**src/rtl/mc_pkg.sv**
```systemverilog
// ============================================================================
// Module   : mc_pkg
// Purpose  : State, opcode, ALUOp and datapath-select encodings for the
//            multicycle RV32I controller. Optional macro: MC_ILLEGAL_TRAP_EN.
// Revision : 1.0 - initial release
// ============================================================================
`default_nettype none

package mc_pkg;

    typedef enum logic [3:0] {
        S_FETCH    = 4'd0,
        S_DECODE   = 4'd1,
        S_MEMADR   = 4'd2,
        S_MEMREAD  = 4'd3,
        S_MEMWB    = 4'd4,
        S_MEMWRITE = 4'd5,
        S_EXECUTER = 4'd6,
        S_EXECUTEI = 4'd7,
        S_ALUWB    = 4'd8,
        S_BEQ      = 4'd9,
        S_JAL      = 4'd10,
        S_TRAP     = 4'd11
    } state_t;

    typedef enum logic [1:0] {
        ALUOP_ADD   = 2'b00,
        ALUOP_SUB   = 2'b01,
        ALUOP_FUNCT = 2'b10
    } aluop_t;

    localparam logic [6:0] OP_LW    = 7'b0000011;
    localparam logic [6:0] OP_SW    = 7'b0100011;
    localparam logic [6:0] OP_RTYPE = 7'b0110011;
    localparam logic [6:0] OP_ITYPE = 7'b0010011;
    localparam logic [6:0] OP_BEQ   = 7'b1100011;
    localparam logic [6:0] OP_JAL   = 7'b1101111;

    localparam logic [1:0] SRCA_PC    = 2'b00;
    localparam logic [1:0] SRCA_OLDPC = 2'b01;
    localparam logic [1:0] SRCA_REG   = 2'b10;

    localparam logic [1:0] SRCB_REG   = 2'b00;
    localparam logic [1:0] SRCB_IMM   = 2'b01;
    localparam logic [1:0] SRCB_FOUR  = 2'b10;

    localparam logic [1:0] RES_ALUOUT    = 2'b00;
    localparam logic [1:0] RES_DATA      = 2'b01;
    localparam logic [1:0] RES_ALURESULT = 2'b10;

    localparam logic [1:0] IMM_I = 2'b00;
    localparam logic [1:0] IMM_S = 2'b01;
    localparam logic [1:0] IMM_B = 2'b10;
    localparam logic [1:0] IMM_J = 2'b11;

    localparam logic [2:0] ALU_ADD = 3'b000;
    localparam logic [2:0] ALU_SUB = 3'b001;
    localparam logic [2:0] ALU_AND = 3'b010;
    localparam logic [2:0] ALU_OR  = 3'b011;
    localparam logic [2:0] ALU_SLT = 3'b101;

    // funct7b5 selects sub only for register-register ops; addi has no such bit
    function automatic logic [2:0] alu_decode(
        input aluop_t     alu_op,
        input logic [2:0] funct3,
        input logic       op5,
        input logic       funct7b5
    );
        logic [2:0] ctl;
        ctl = ALU_ADD;
        case (alu_op)
            ALUOP_SUB: ctl = ALU_SUB;
            ALUOP_FUNCT: begin
                case (funct3)
                    3'b000:  ctl = (op5 & funct7b5) ? ALU_SUB : ALU_ADD;
                    3'b010:  ctl = ALU_SLT;
                    3'b110:  ctl = ALU_OR;
                    3'b111:  ctl = ALU_AND;
                    default: ctl = ALU_ADD;
                endcase
            end
            default: ctl = ALU_ADD;
        endcase
        return ctl;
    endfunction

endpackage

`default_nettype wire

```
**src/rtl/mc_mainfsm.sv**
```systemverilog
// ============================================================================
// Module   : mc_mainfsm
// Purpose  : Main control FSM: state register, next state, Moore outputs.
//            Optional macro: MC_ILLEGAL_TRAP_EN (unknown opcodes trap).
// Revision : 1.0 - initial release
// ============================================================================
`default_nettype none

module mc_mainfsm
    import mc_pkg::*;
(
    input  logic       clk,
    input  logic       reset,
    input  logic [6:0] op,
    output state_t     state,
    output aluop_t     alu_op,
    output logic       branch,
    output logic       pc_update,
    output logic       adr_src,
    output logic       mem_write,
    output logic       ir_write,
    output logic [1:0] result_src,
    output logic [1:0] alu_src_a,
    output logic [1:0] alu_src_b,
    output logic       reg_write,
    output logic       illegal_op
);

    state_t state_q;
    state_t state_d;

    always_ff @(posedge clk) begin
        if (reset) state_q <= S_FETCH;
        else       state_q <= state_d;
    end

    assign state = state_q;

    always_comb begin
        state_d    = S_FETCH;
        alu_op     = ALUOP_ADD;
        branch     = 1'b0;
        pc_update  = 1'b0;
        adr_src    = 1'b0;
        mem_write  = 1'b0;
        ir_write   = 1'b0;
        result_src = RES_ALUOUT;
        alu_src_a  = SRCA_PC;
        alu_src_b  = SRCB_REG;
        reg_write  = 1'b0;
        case (state_q)
            S_FETCH: begin
                ir_write   = 1'b1;
                alu_src_b  = SRCB_FOUR;
                result_src = RES_ALURESULT;
                pc_update  = 1'b1;
                state_d    = S_DECODE;
            end
            S_DECODE: begin
                alu_src_a = SRCA_OLDPC;
                alu_src_b = SRCB_IMM;
                case (op)
                    OP_LW, OP_SW: state_d = S_MEMADR;
                    OP_RTYPE:     state_d = S_EXECUTER;
                    OP_ITYPE:     state_d = S_EXECUTEI;
                    OP_BEQ:       state_d = S_BEQ;
                    OP_JAL:       state_d = S_JAL;
`ifdef MC_ILLEGAL_TRAP_EN
                    default:      state_d = S_TRAP;
`else
                    default:      state_d = S_FETCH;
`endif
                endcase
            end
            S_MEMADR: begin
                alu_src_a = SRCA_REG;
                alu_src_b = SRCB_IMM;
                state_d   = op[5] ? S_MEMWRITE : S_MEMREAD;
            end
            S_MEMREAD: begin
                adr_src = 1'b1;
                state_d = S_MEMWB;
            end
            S_MEMWB: begin
                result_src = RES_DATA;
                reg_write  = 1'b1;
            end
            S_MEMWRITE: begin
                adr_src   = 1'b1;
                mem_write = 1'b1;
            end
            S_EXECUTER: begin
                alu_src_a = SRCA_REG;
                alu_op    = ALUOP_FUNCT;
                state_d   = S_ALUWB;
            end
            S_EXECUTEI: begin
                alu_src_a = SRCA_REG;
                alu_src_b = SRCB_IMM;
                alu_op    = ALUOP_FUNCT;
                state_d   = S_ALUWB;
            end
            S_ALUWB: begin
                reg_write = 1'b1;
            end
            S_BEQ: begin
                alu_src_a = SRCA_REG;
                alu_op    = ALUOP_SUB;
                branch    = 1'b1;
            end
            S_JAL: begin
                alu_src_a = SRCA_OLDPC;
                alu_src_b = SRCB_FOUR;
                pc_update = 1'b1;
                state_d   = S_ALUWB;
            end
`ifdef MC_ILLEGAL_TRAP_EN
            S_TRAP: begin
                state_d = S_TRAP;
            end
`endif
            default: begin
                state_d = S_FETCH;
            end
        endcase
    end

`ifdef MC_ILLEGAL_TRAP_EN
    logic illegal_q;

    always_ff @(posedge clk) begin
        if (reset)
            illegal_q <= 1'b0;
        else if (state_d == S_TRAP)
            illegal_q <= 1'b1;
    end

    assign illegal_op = illegal_q;
`else
    assign illegal_op = 1'b0;
`endif

endmodule

`default_nettype wire

```
**src/rtl/multicycle_controller.sv**
```systemverilog
// ============================================================================
// Module   : multicycle_controller
// Purpose  : Multicycle RV32I control unit: main FSM plus ALU/immediate
//            decode. Optional macro: MC_ILLEGAL_TRAP_EN.
// Revision : 1.0 - initial release
// ============================================================================
`default_nettype none

module multicycle_controller
    import mc_pkg::*;
(
    input  logic       clk,
    input  logic       reset,
    input  logic [6:0] op,
    input  logic [2:0] funct3,
    input  logic       funct7b5,
    input  logic       Zero,
    output logic       PCWrite,
    output logic       AdrSrc,
    output logic       MemWrite,
    output logic       IRWrite,
    output logic [1:0] ResultSrc,
    output logic [1:0] ALUSrcA,
    output logic [1:0] ALUSrcB,
    output logic       RegWrite,
    output logic [1:0] ImmSrc,
    output logic [2:0] ALUControl,
    output logic [3:0] State,
    output logic       IllegalOp
);

    state_t state;
    aluop_t alu_op;
    logic   branch;
    logic   pc_update;
    logic   mem_write;
    logic   ir_write;
    logic   reg_write;

    mc_mainfsm u_mainfsm (
        .clk        (clk),
        .reset      (reset),
        .op         (op),
        .state      (state),
        .alu_op     (alu_op),
        .branch     (branch),
        .pc_update  (pc_update),
        .adr_src    (AdrSrc),
        .mem_write  (mem_write),
        .ir_write   (ir_write),
        .result_src (ResultSrc),
        .alu_src_a  (ALUSrcA),
        .alu_src_b  (ALUSrcB),
        .reg_write  (reg_write),
        .illegal_op (IllegalOp)
    );

    assign State      = state;
    assign ALUControl = alu_decode(alu_op, funct3, op[5], funct7b5);

    always_comb begin
        case (op)
            OP_SW:   ImmSrc = IMM_S;
            OP_BEQ:  ImmSrc = IMM_B;
            OP_JAL:  ImmSrc = IMM_J;
            default: ImmSrc = IMM_I;
        endcase
    end

    // State still shows its pre-reset value during reset; keep enables quiet
    assign PCWrite  = ~reset & (pc_update | (branch & Zero));
    assign IRWrite  = ~reset & ir_write;
    assign RegWrite = ~reset & reg_write;
    assign MemWrite = ~reset & mem_write;

endmodule

`default_nettype wire

```
**config.mk**
```make
export PLATFORM = sky130hd
export DESIGN_NAME = multicycle_controller
export DESIGN_NICKNAME = d
export VERILOG_FILES = /design/src/rtl/mc_pkg.sv /design/src/rtl/mc_mainfsm.sv /design/src/rtl/multicycle_controller.sv
export SDC_FILE = /design/constraint.sdc
export NUM_CORES = 1
export LEC_CHECK = 0
export BUFFER_PORTS_ARGS = -buffer_cell sky130_fd_sc_hd__buf_2
export CAP_MARGIN = 40
export CORE_MARGIN = 3
export CORE_UTILIZATION = 37
export CTS_BUF_LIST = sky130_fd_sc_hd__clkbuf_8
export CTS_CLUSTER_DIAMETER = 200
export CTS_CLUSTER_SIZE = 40
export DETAILED_ROUTE_END_ITERATION = 16
export GPL_ROUTABILITY_DRIVEN = 1
export PLACE_DENSITY = 0.84
export RECOVER_POWER = 50
export SLEW_MARGIN = 20
export SYNTH_ARGS = -nofsm -noshare
export SYNTH_HDL_FRONTEND = slang
export SYNTH_SLANG_ARGS = --single-unit
```
**constraint.sdc**
```tcl
create_clock -name clk -period 1.8 [get_ports clk]
set_clock_uncertainty 0.1 [all_clocks]
set_input_delay 0.36 -clock clk [delete_from_list [all_inputs] [get_ports clk]]
set_output_delay 0.36 -clock clk [all_outputs]
set_load 0.01 [all_outputs]
```
[Yosys cells after proc, flatten, opt, wreduce, memory -nomap -nowiden]
Cells that the tools add are included.
Storage, ports and cells
  bits of input ports: 14
  output and inout port bits: 21
  bits in registers: 4
Cells by class
  mux-type cells: 17
  bitwise logic cells: 8
  reduce and logical (&&, ||, !) cells: 11
  equality and inequality tests: 21
Operator list (number)
  4-bit one-hot mux with 5 select lines: 2
  4-bit by 3-bit == test with 1-bit output (second input constant): 4
  2-bit one-hot mux with 2 select lines: 4
  7-bit by 6-bit == test with 1-bit output (second input constant): 2
  7-bit == test (second input constant): 2
  4-bit == test (second input constant): 3
  3-bit one-hot mux with 4 select lines: 1
  2-bit OR reduction: 6
  4-bit by 2-bit == test with 1-bit output (second input constant): 2
  7-bit by 2-bit == test with 1-bit output (second input constant): 1
  7-bit by 5-bit == test with 1-bit output (second input constant): 1
  1-bit two-way mux: 7
  1-bit bitwise AND: 6
  3-bit == test (second input constant): 2
  2-bit one-hot mux with 3 select lines: 1
  3-bit one-hot mux with 2 select lines: 1
  3-bit OR reduction: 2
  4-bit by 1-bit == test with 1-bit output (second input constant): 1
  4-bit zero test: 1
  4-bit OR reduction: 1
  3-bit by 2-bit == test with 1-bit output (second input constant): 1
  3-bit zero test: 1
  3-bit two-way mux: 1
  2-bit by 1-bit == test with 1-bit output (second input constant): 1
  other kinds (3): 3

[Depth between registers and ports, before layout]
Gate-level depths: netlist of run 1.
  word-level depth: 5
  gate-level depth with buffers: 7
  mapped depth without buffers: 6

[By module]
From an unflattened synthesis of run 1, not the netlist that was laid out.
Unflattened totals
  cell total of the unflattened synthesis: 85
  area total of the unflattened synthesis: 621.8 um^2
By module, submodules not included
  mc_mainfsm: instances 1, area each 474.2 um^2, cells each 62
  multicycle_controller: instances 1, area each 147.6 um^2, cells each 23

[Worst setup path before layout of run 1]
No wires, ideal clock.
  path type: reg-to-output
  start: reg u_mainfsm.state_q[1] (netlist: u_mainfsm.state[1])
  end: out ALUControl[2]
  path slack: -0.362 ns
  arrival: 1.702 ns
  buffers on the path: 1
  stages on the path, launching flop included: 6
  path through: dfxtp_1 > buf_2 > nand2b_1 > or2_2 > ha_1 > nor4_1
Between the ends
  longest elaborated chain between the ends: 5
RTL lines
  start: declaration: RTL line mc_mainfsm.sv:29  | state_t state_q;
  start signal: assignment: RTL line mc_mainfsm.sv:34  | else state_q <= state_d;
  4-bit by 3-bit == test with 1-bit output: RTL line mc_mainfsm.sv:51  | case (state_q)
  2-bit OR reduction (no line)
  2-bit one-hot mux with 2 select lines (*): RTL line mc_mainfsm.sv:51
  2-bit == test or 2-bit by 1-bit == test with 1-bit output (tied branches): RTL line mc_pkg.sv:71  | case (alu_op)
  3-bit one-hot mux with 2 select lines (*): RTL line mc_pkg.sv:71
  end: declaration: RTL line multicycle_controller.sv:27  | output logic [2:0] ALUControl,
Mark *: on every way between the ends. The rest lies on a longest branch, timed or not.

[Final worst setup path of run 1]
Ends and elaborated chain as after synthesis.

==> metrics, run 1 <==
status=finished with violations; failing checks=setup timing; gpl congestion=between 0.8 and 0.9; FF+latch count, synth=4; Synth Flop Type=dfxtp_1; DP Worst Slack=-0.0385 ns; cts hold-fix bufs=0; PortBufs=33; Worst path depth=5; Root Driver=clkbuf_8; Slowest cell on crit path=dfxtp_2; met1 Track Usage GR=0.239; Distinct cells, synth=35; Fillers=70; CP top delay family=simple AND/OR/NAND/NOR gates; met3 Use GR=0.0297; Ports=35; synthesized area=a little over 500 um^2; sequential share of the synthesized area=0.158; CP arrival=around 1.5 ns; top post-synthesis cells by area=dfxtp_1 (16%), nor2_1 (6.7%), nor3_1 (5.9%), a21oi_1 (5.0%), ha_1 (5.0%); worst min path class=input pin to register; cts bufs inserted=3; worst skew pair latency=roughly 0.22 ns; hpwl dp=about 1400 um; share of post-route cells with drive strength above 1=0.661; critical path class=register to primary output; Worst Setup EP=ALUControl[2]; H-Tree Depth=1; CP max stage delay=0.33 ns; crit-path cells=nand2b_4 > or2_4 > ha_4 > nor4_4 > buf_2; GRT busiest layer=met2; buffers and inverters on the worst path=1; startpoint types=register; total grt overflow=0; R2R depth=4; first drt pass iteration count=4; Avg Inst Size Synth=~6.7 um^2; Worst VDD drop=around 450 uV; Final Max Tran Viols=0; CP Launch Point=u_mainfsm.state[1]$_SDFF_PP0_; Final setup viols=6; Layout Utilization=0.854; met2 GRT Util=0.467; Die W=43.0 um; Max Cap Viol=0; Power Density=roughly 400 nW/um^2; FF-to-FF End=u_mainfsm.state[3]$_SDFF_PP0_; Iter 0 DRT Violations=25; Post-synth EDFFs=0; Worst-path clk slew=0.03 ns; vias in the first global route=737; warning count from the yosys run=0; initial antenna violation count=0; Leakage=approximately 0.47 nW; CP Capture Type=primary output; RR Startpoint=u_mainfsm.state[2]$_SDFF_PP0_; Syn Inst Count=76; routed length per instance=approximately 16 um; Die Area=1850 um^2; Tcrit/Tclk final=1.09; WP data required=about 1.3 ns; reg-to-reg setup timing slack=between 0.15 and 0.2 ns; Syn-to-layout area delta=100%; CTS max path bufs=2; first-pass GRT wire length=3280 um; asr flop ratio synth=0; drt drc=0; core area=approximately 1200 um^2; largest fanout on the critical path=3; top cell type's share of synthesized area=0.158; Vias per Instance=5.70; GR Util All Layers=0.232; fin crit period=approximately 2.0 ns; n_diodes=0; chip height=between 40 and 50 um; largest net degree at the start of global routing=12; # nets final=about 140; CTS tree=done; placed instance count=130; Final Hold Fails=0; vias=between 700 and 800; Sink Count=4; setup ws final=-0.166 ns; Final TNS setup=-0.789 ns; fin area=~1000 um^2; Largest register FFs=4; Routed Antenna Nets=0; Initial Util=0.426; cell taking the most area after synthesis=dfxtp_1; Synthesized Nets=92; Rows=12; drt total wl=between 2000 and 2500 um; unrepaired setup endpoints after global routing=true; placed inst area=about 810 um^2; Non-Filler Instances=approximately 140; fmax=between 500 and 600 MHz
-- final cells by class --
class | instances | area, um^2 | share of cell area
Sequential cell | 4 | 85.1 | 0.0840
Clock buffer | 3 | 41.3 | 0.0407
Inverter | 5 | 18.8 | 0.0185
Timing Repair Buffer | 48 | 289 | 0.285
Multi-Input combinational cell | 61 | 562 | 0.554
Tap cell | 14 | 17.5 | 0.0173
-- stage by stage --
step	power (mW)	hold slack [ns]
CTS	0.390	0.328
global placement	0.191	0.539
global route	0.424	0.352
finish	0.402	0.325
floorplan	0.144	0.412
detailed placement	0.195	0.552
-- metal layers --
layer  routed length [um]  up-vias  share of wire
met4                   69        0          0.031
met5                    0        -              0
met3                  176        7          0.079
li1                     -      357              -
met2                 1190       53           0.54
met1                  780      353           0.35
-- repair_timing --
action	4_1_cts	5_1_grt
endpoints found under the setup margin	6	10
pin swaps	8	1
setup buffers	0	2
resized for setup	14	13
-- placed cells by master (no fill, tap or decap), types with 2 or more instances in the layout --
| cell type | netlist | layout |
|---|---|---|
| ha_4 | 0 | 2 |
| nor3_2 | 0 | 3 |
| nand2b_4 | 0 | 3 |
| clkbuf_8 | 0 | 3 |
| nor3_1 | 6 | 3 |
| o21ai_0 | 3 | 3 |
| buf_6 | 0 | 3 |
| nor2b_4 | 0 | 2 |
| a21oi_1 | 5 | 5 |
| buf_4 | 1 | 12 |
| dfxtp_2 | 0 | 4 |
| nand2_1 | 3 | 2 |
| nor2_1 | 9 | 8 |
| buf_2 | 2 | 33 |
| inv_1 | 5 | 5 |
| xor2_1 | 2 | 2 |
-- cell usage after synthesis, types with 2 or more instances --
cell type  number
nand2_1         3
nor4_1          3
buf_2           2
nor2b_1         3
dfxtp_1         4
xor2_1          2
o21ai_0         3
a31oi_1         2
ha_1            2
a21oi_1         5
nand2b_1        4
nor3_1          6
nor2_1          9
a2111oi_0       2
clkbuf_1        2
inv_1           5
-- logic make-up (layout without fill, tap and decap cells) --
logic type               count (synthesis)  after routing  share of synthesized area
AND/OR/NAND/NOR                         38             38                      0.426
buffers and inverters                   11             56                     0.0941
XOR/XNOR                                 3              3                     0.0520
adder cells (fa/ha/maj)                  2              2                     0.0495
flip-flops                               4              4                      0.158
AO/OA/AOI/OAI                           17             17                      0.213
other                                    1              1                    0.00742
-- worst reg2reg max path: stages, from the launching register on --
cell     delay [ns]
dfxtp_2        0.32
buf_4          0.20
or3_4          0.42
or2_0          0.25
o31ai_1        0.22
-- power by group --
group / switching [mW] / internal [mW] / total (mW)
Clock: 0.0469 / 0.142 / 0.189
Sequential: 0.00339 / 0.0920 / 0.0953
Combinational: 0.0659 / 0.0513 / 0.117
-- worst min path at each step --
stage	slack, ns	from	depth (start not counted)	end
final	0.32	op[4]	3	u_mainfsm.state[2]$_SDFF_PP0_
after global routing	0.35	op[4]	3	u_mainfsm.state[2]$_SDFF_PP0_
after CTS	0.33	op[4]	3	u_mainfsm.state[2]$_SDFF_PP0_
after detailed placement	0.55	op[4]	3	u_mainfsm.state[2]$_SDFF_PP0_
after global placement	0.54	op[4]	3	u_mainfsm.state[2]$_SDFF_PP0_
after floorplan	0.41	op[4]	2	u_mainfsm.state[2]$_SDFF_PP0_
(Power assumes the default switching activity.)
==> inputs of run 2 (changes only) <==
--- a/config.mk
+++ b/config.mk
@@ -5,16 +5,16 @@
 export SDC_FILE = /design/constraint.sdc
 export NUM_CORES = 1
 export LEC_CHECK = 0
+export ABC_AREA = 1
 export BUFFER_PORTS_ARGS = -buffer_cell sky130_fd_sc_hd__buf_2
 export CAP_MARGIN = 40
 export CORE_MARGIN = 3
-export CORE_UTILIZATION = 37
-export CTS_BUF_LIST = sky130_fd_sc_hd__clkbuf_8
+export CORE_UTILIZATION = 35
 export CTS_CLUSTER_DIAMETER = 200
 export CTS_CLUSTER_SIZE = 40
 export DETAILED_ROUTE_END_ITERATION = 16
 export GPL_ROUTABILITY_DRIVEN = 1
-export PLACE_DENSITY = 0.84
+export PLACE_DENSITY = 0.81
 export RECOVER_POWER = 50
 export SLEW_MARGIN = 20
 export SYNTH_ARGS = -nofsm -noshare
==> run 2 against run 1 <==
- the run still ends with setup timing left
- non-clock buffer count increased by 9
- sequential power decreased by 5.5%
- clock power decreased by 37%
- die area increased by 3.8%
- sequential share of layout area increased by 0.90 points
==> metrics, run 2 <==
CTS tree=done; fmax=between 400 and 500 MHz; R2R depth=9; Final Max Tran Viols=0; Clock Power Share=0.374; Final setup viols=3; Fillers=about 80; most common cell in the netlist=nand2_1; startpoint types=register; total grt overflow=0; FF+latch count, synth=4; vias in the first global route=743; CP arrival=1.63 ns; Routed Antenna Nets=0; GR Util All Layers=0.201; Leakage=around 0.55 nW; CP top delay family=simple AND/OR/NAND/NOR gates; top post-synthesis cells by area=dfxtp_1 (16%), nand2_1 (14%), inv_1 (11%), nor2_1 (11%), nand3_1 (9.0%); critical path class=register to primary output; worst skew pair latency=around 0.23 ns; cts bufs inserted=3; Worst path depth=9; Synthesized Nets=about 110; Psw=approximately 0.1 mW; CP Capture Type=primary output; Slowest cell on crit path=dfxtp_4; Max Cap Viol=0; initial antenna violation count=0; fin crit period=around 2.1 ns; first drt pass iteration count=4; Tcrit/Tclk final=1.16; Net Sw Frac=0.311; WP data required=1.34 ns; sequential power share=0.281; Power Density=322 nW/um^2; failing checks=setup timing; asr flop ratio synth=0; setup ws final=-0.293 ns; Root Driver=clkbuf_4; Die Area=1920 um^2; Avg Inst Size Synth=5.61 um^2; drt drc=0; synthesized area=499 um^2; # nets final=about 170; largest net degree at the start of global routing=9; worst min path class=input pin to register; crit-path cells=inv_6 > nand2_4 > nor2_4 > inv_2 > ha_4 > nor2_4 > nand2_4 > nor3_2 > buf_2; top cell type's share of synthesized area=0.160; H-Tree Depth=1; hpwl dp=about 1300 um; synth cell count leaders=nand2_1 (18), inv_1 (14), nor2_1 (14); routed length per instance=roughly 13 um; drt total wl=between 2000 and 2500 um; CP max stage delay=0.35 ns; cts hold-fix bufs=0; Largest register FFs=4; PortBufs=33; unrepaired setup endpoints after global routing=true; largest fanout on the critical path=3; core area=approximately 1200 um^2; Post-synth EDFFs=0; CTS max path bufs=2; Syn Inst Count=89; buffers and inverters on the worst path=3; Worst VDD drop=~500 uV; DP Worst Slack=-0.0940 ns; Synth Flop Type=dfxtp_1; warning count from the yosys run=0; cell taking the most area after synthesis=dfxtp_1; Worst-path clk slew=around 0.040 ns; most frequent cells in the layout=buf_2 (32), buf_4 (19), nand2_1 (14); Ports=35; vias=about 800; Final TNS setup=-0.714 ns; n_diodes=0; Sink Count=4; Final Hold Fails=0; worst hold stages=2; Logic pwr share=0.344; Rows=12; Initial Util=0.410; status=finished with violations; first-pass GRT wire length=3040 um; gpl congestion=about 0.85; sequential share of the synthesized area=0.160; Die W=about 44 um; Distinct cells, synth=21; Vias per Instance=roughly 5.0; most common cell after layout, fill and taps aside=buf_2; Iter 0 DRT Violations=9; fin area=~1000 um^2; Syn-to-layout area delta=99.5%; share of post-route cells with drive strength above 1=0.601; chip height=between 40 and 50 um; Final Power=approximately 0.32 mW; placed inst area=about 780 um^2; P_int=about 0.22 mW
## run 2: area by class of cell
| class | count | area (um^2) | share of cell area |
|---|---|---|---|
| multi-input cells | 66 | 425 | 0.427 |
| repair buffers | 57 | 363 | 0.364 |
| flip-flops and latches | 4 | 92.6 | 0.0930 |
| inverters | 17 | 71.3 | 0.0716 |
| clock buffers | 4 | 26.3 | 0.0264 |
| well taps | 14 | 17.5 | 0.0176 |
## run 2: through the flow
step | utilization | hold slack (ns) | cells
3_5_place_dp | 0.640 | 0.501 | 143
5_1_grt | 0.819 | 0.273 | 162
3_3_place_gp | 0.640 | 0.499 | 143
6_report | 0.819 | 0.262 | 162
2_1_floorplan | - | 0.322 | 89
4_1_cts | 0.738 | 0.253 | 154
## run 2: worst reg2reg max path, stage by stage (launching register included)
cell and delay (ns):
dfxtp_4 0.36, buf_4 0.15, nor2_4 0.15, inv_2 0.08
nor2_4 0.12, buf_4 0.15, nand3_2 0.07, nand3_1 0.07
nand2_1 0.05, inv_1 0.04
## run 2: layer usage
| metal | track usage | part of all wire | wire (um) | vias up |
|---|---|---|---|---|
| li1 | - | - | - | 401 |
| met1 | 0.241 | 0.42 | 875 | 370 |
| met2 | 0.363 | 0.50 | 1040 | 27 |
| met3 | 0.00415 | 0.058 | 122 | 6 |
| met4 | 0.0904 | 0.025 | 52 | 0 |
| met5 | 0 | 0 | 0 | - |
## run 2: path summary, 6_finish.rpt
path                                   endpoint                           from  slack [ns]
hold reg to reg   u_mainfsm.state[0]$_SDFF_PP0_  u_mainfsm.state[0]$_SDFF_PP0_        0.74
hold / removal    u_mainfsm.state[3]$_SDFF_PP0_                          reset        0.26
setup / recovery                  ALUControl[2]  u_mainfsm.state[2]$_SDFF_PP0_       -0.29
setup reg to reg  u_mainfsm.state[0]$_SDFF_PP0_  u_mainfsm.state[3]$_SDFF_PP0_        0.39
## run 2: cells by family (layout without fill, tap and decap cells)
group,count (synthesis),in the layout,synth area share
AO/OA/AOI/OAI,9,9,0.0977
AND/OR/NAND/NOR,54,54,0.526
other,1,1,0.00751
flip-flops,4,4,0.160
buffers and inverters,19,78,0.158
adder cells (fa/ha/maj),2,2,0.0501
## run 2: repair_timing
item | CTS | global route
buffers inserted | 8 | 8
resized for setup | 12 | 11
endpoints found under the setup margin | 4 | 9
endpoints found under the hold margin | 0 | 0
pin swaps | 9 | 12
## run 2: power by group through the flow
stage	clock network [mW]	registers, mW	logic [mW]
detailed placement	0	0.0932	0.0883
global route	0.130	0.0904	0.121
CTS	0.123	0.0888	0.0964
finish	0.120	0.0901	0.110
floorplan	0	0.0943	0.0485
global placement	0	0.0931	0.0867
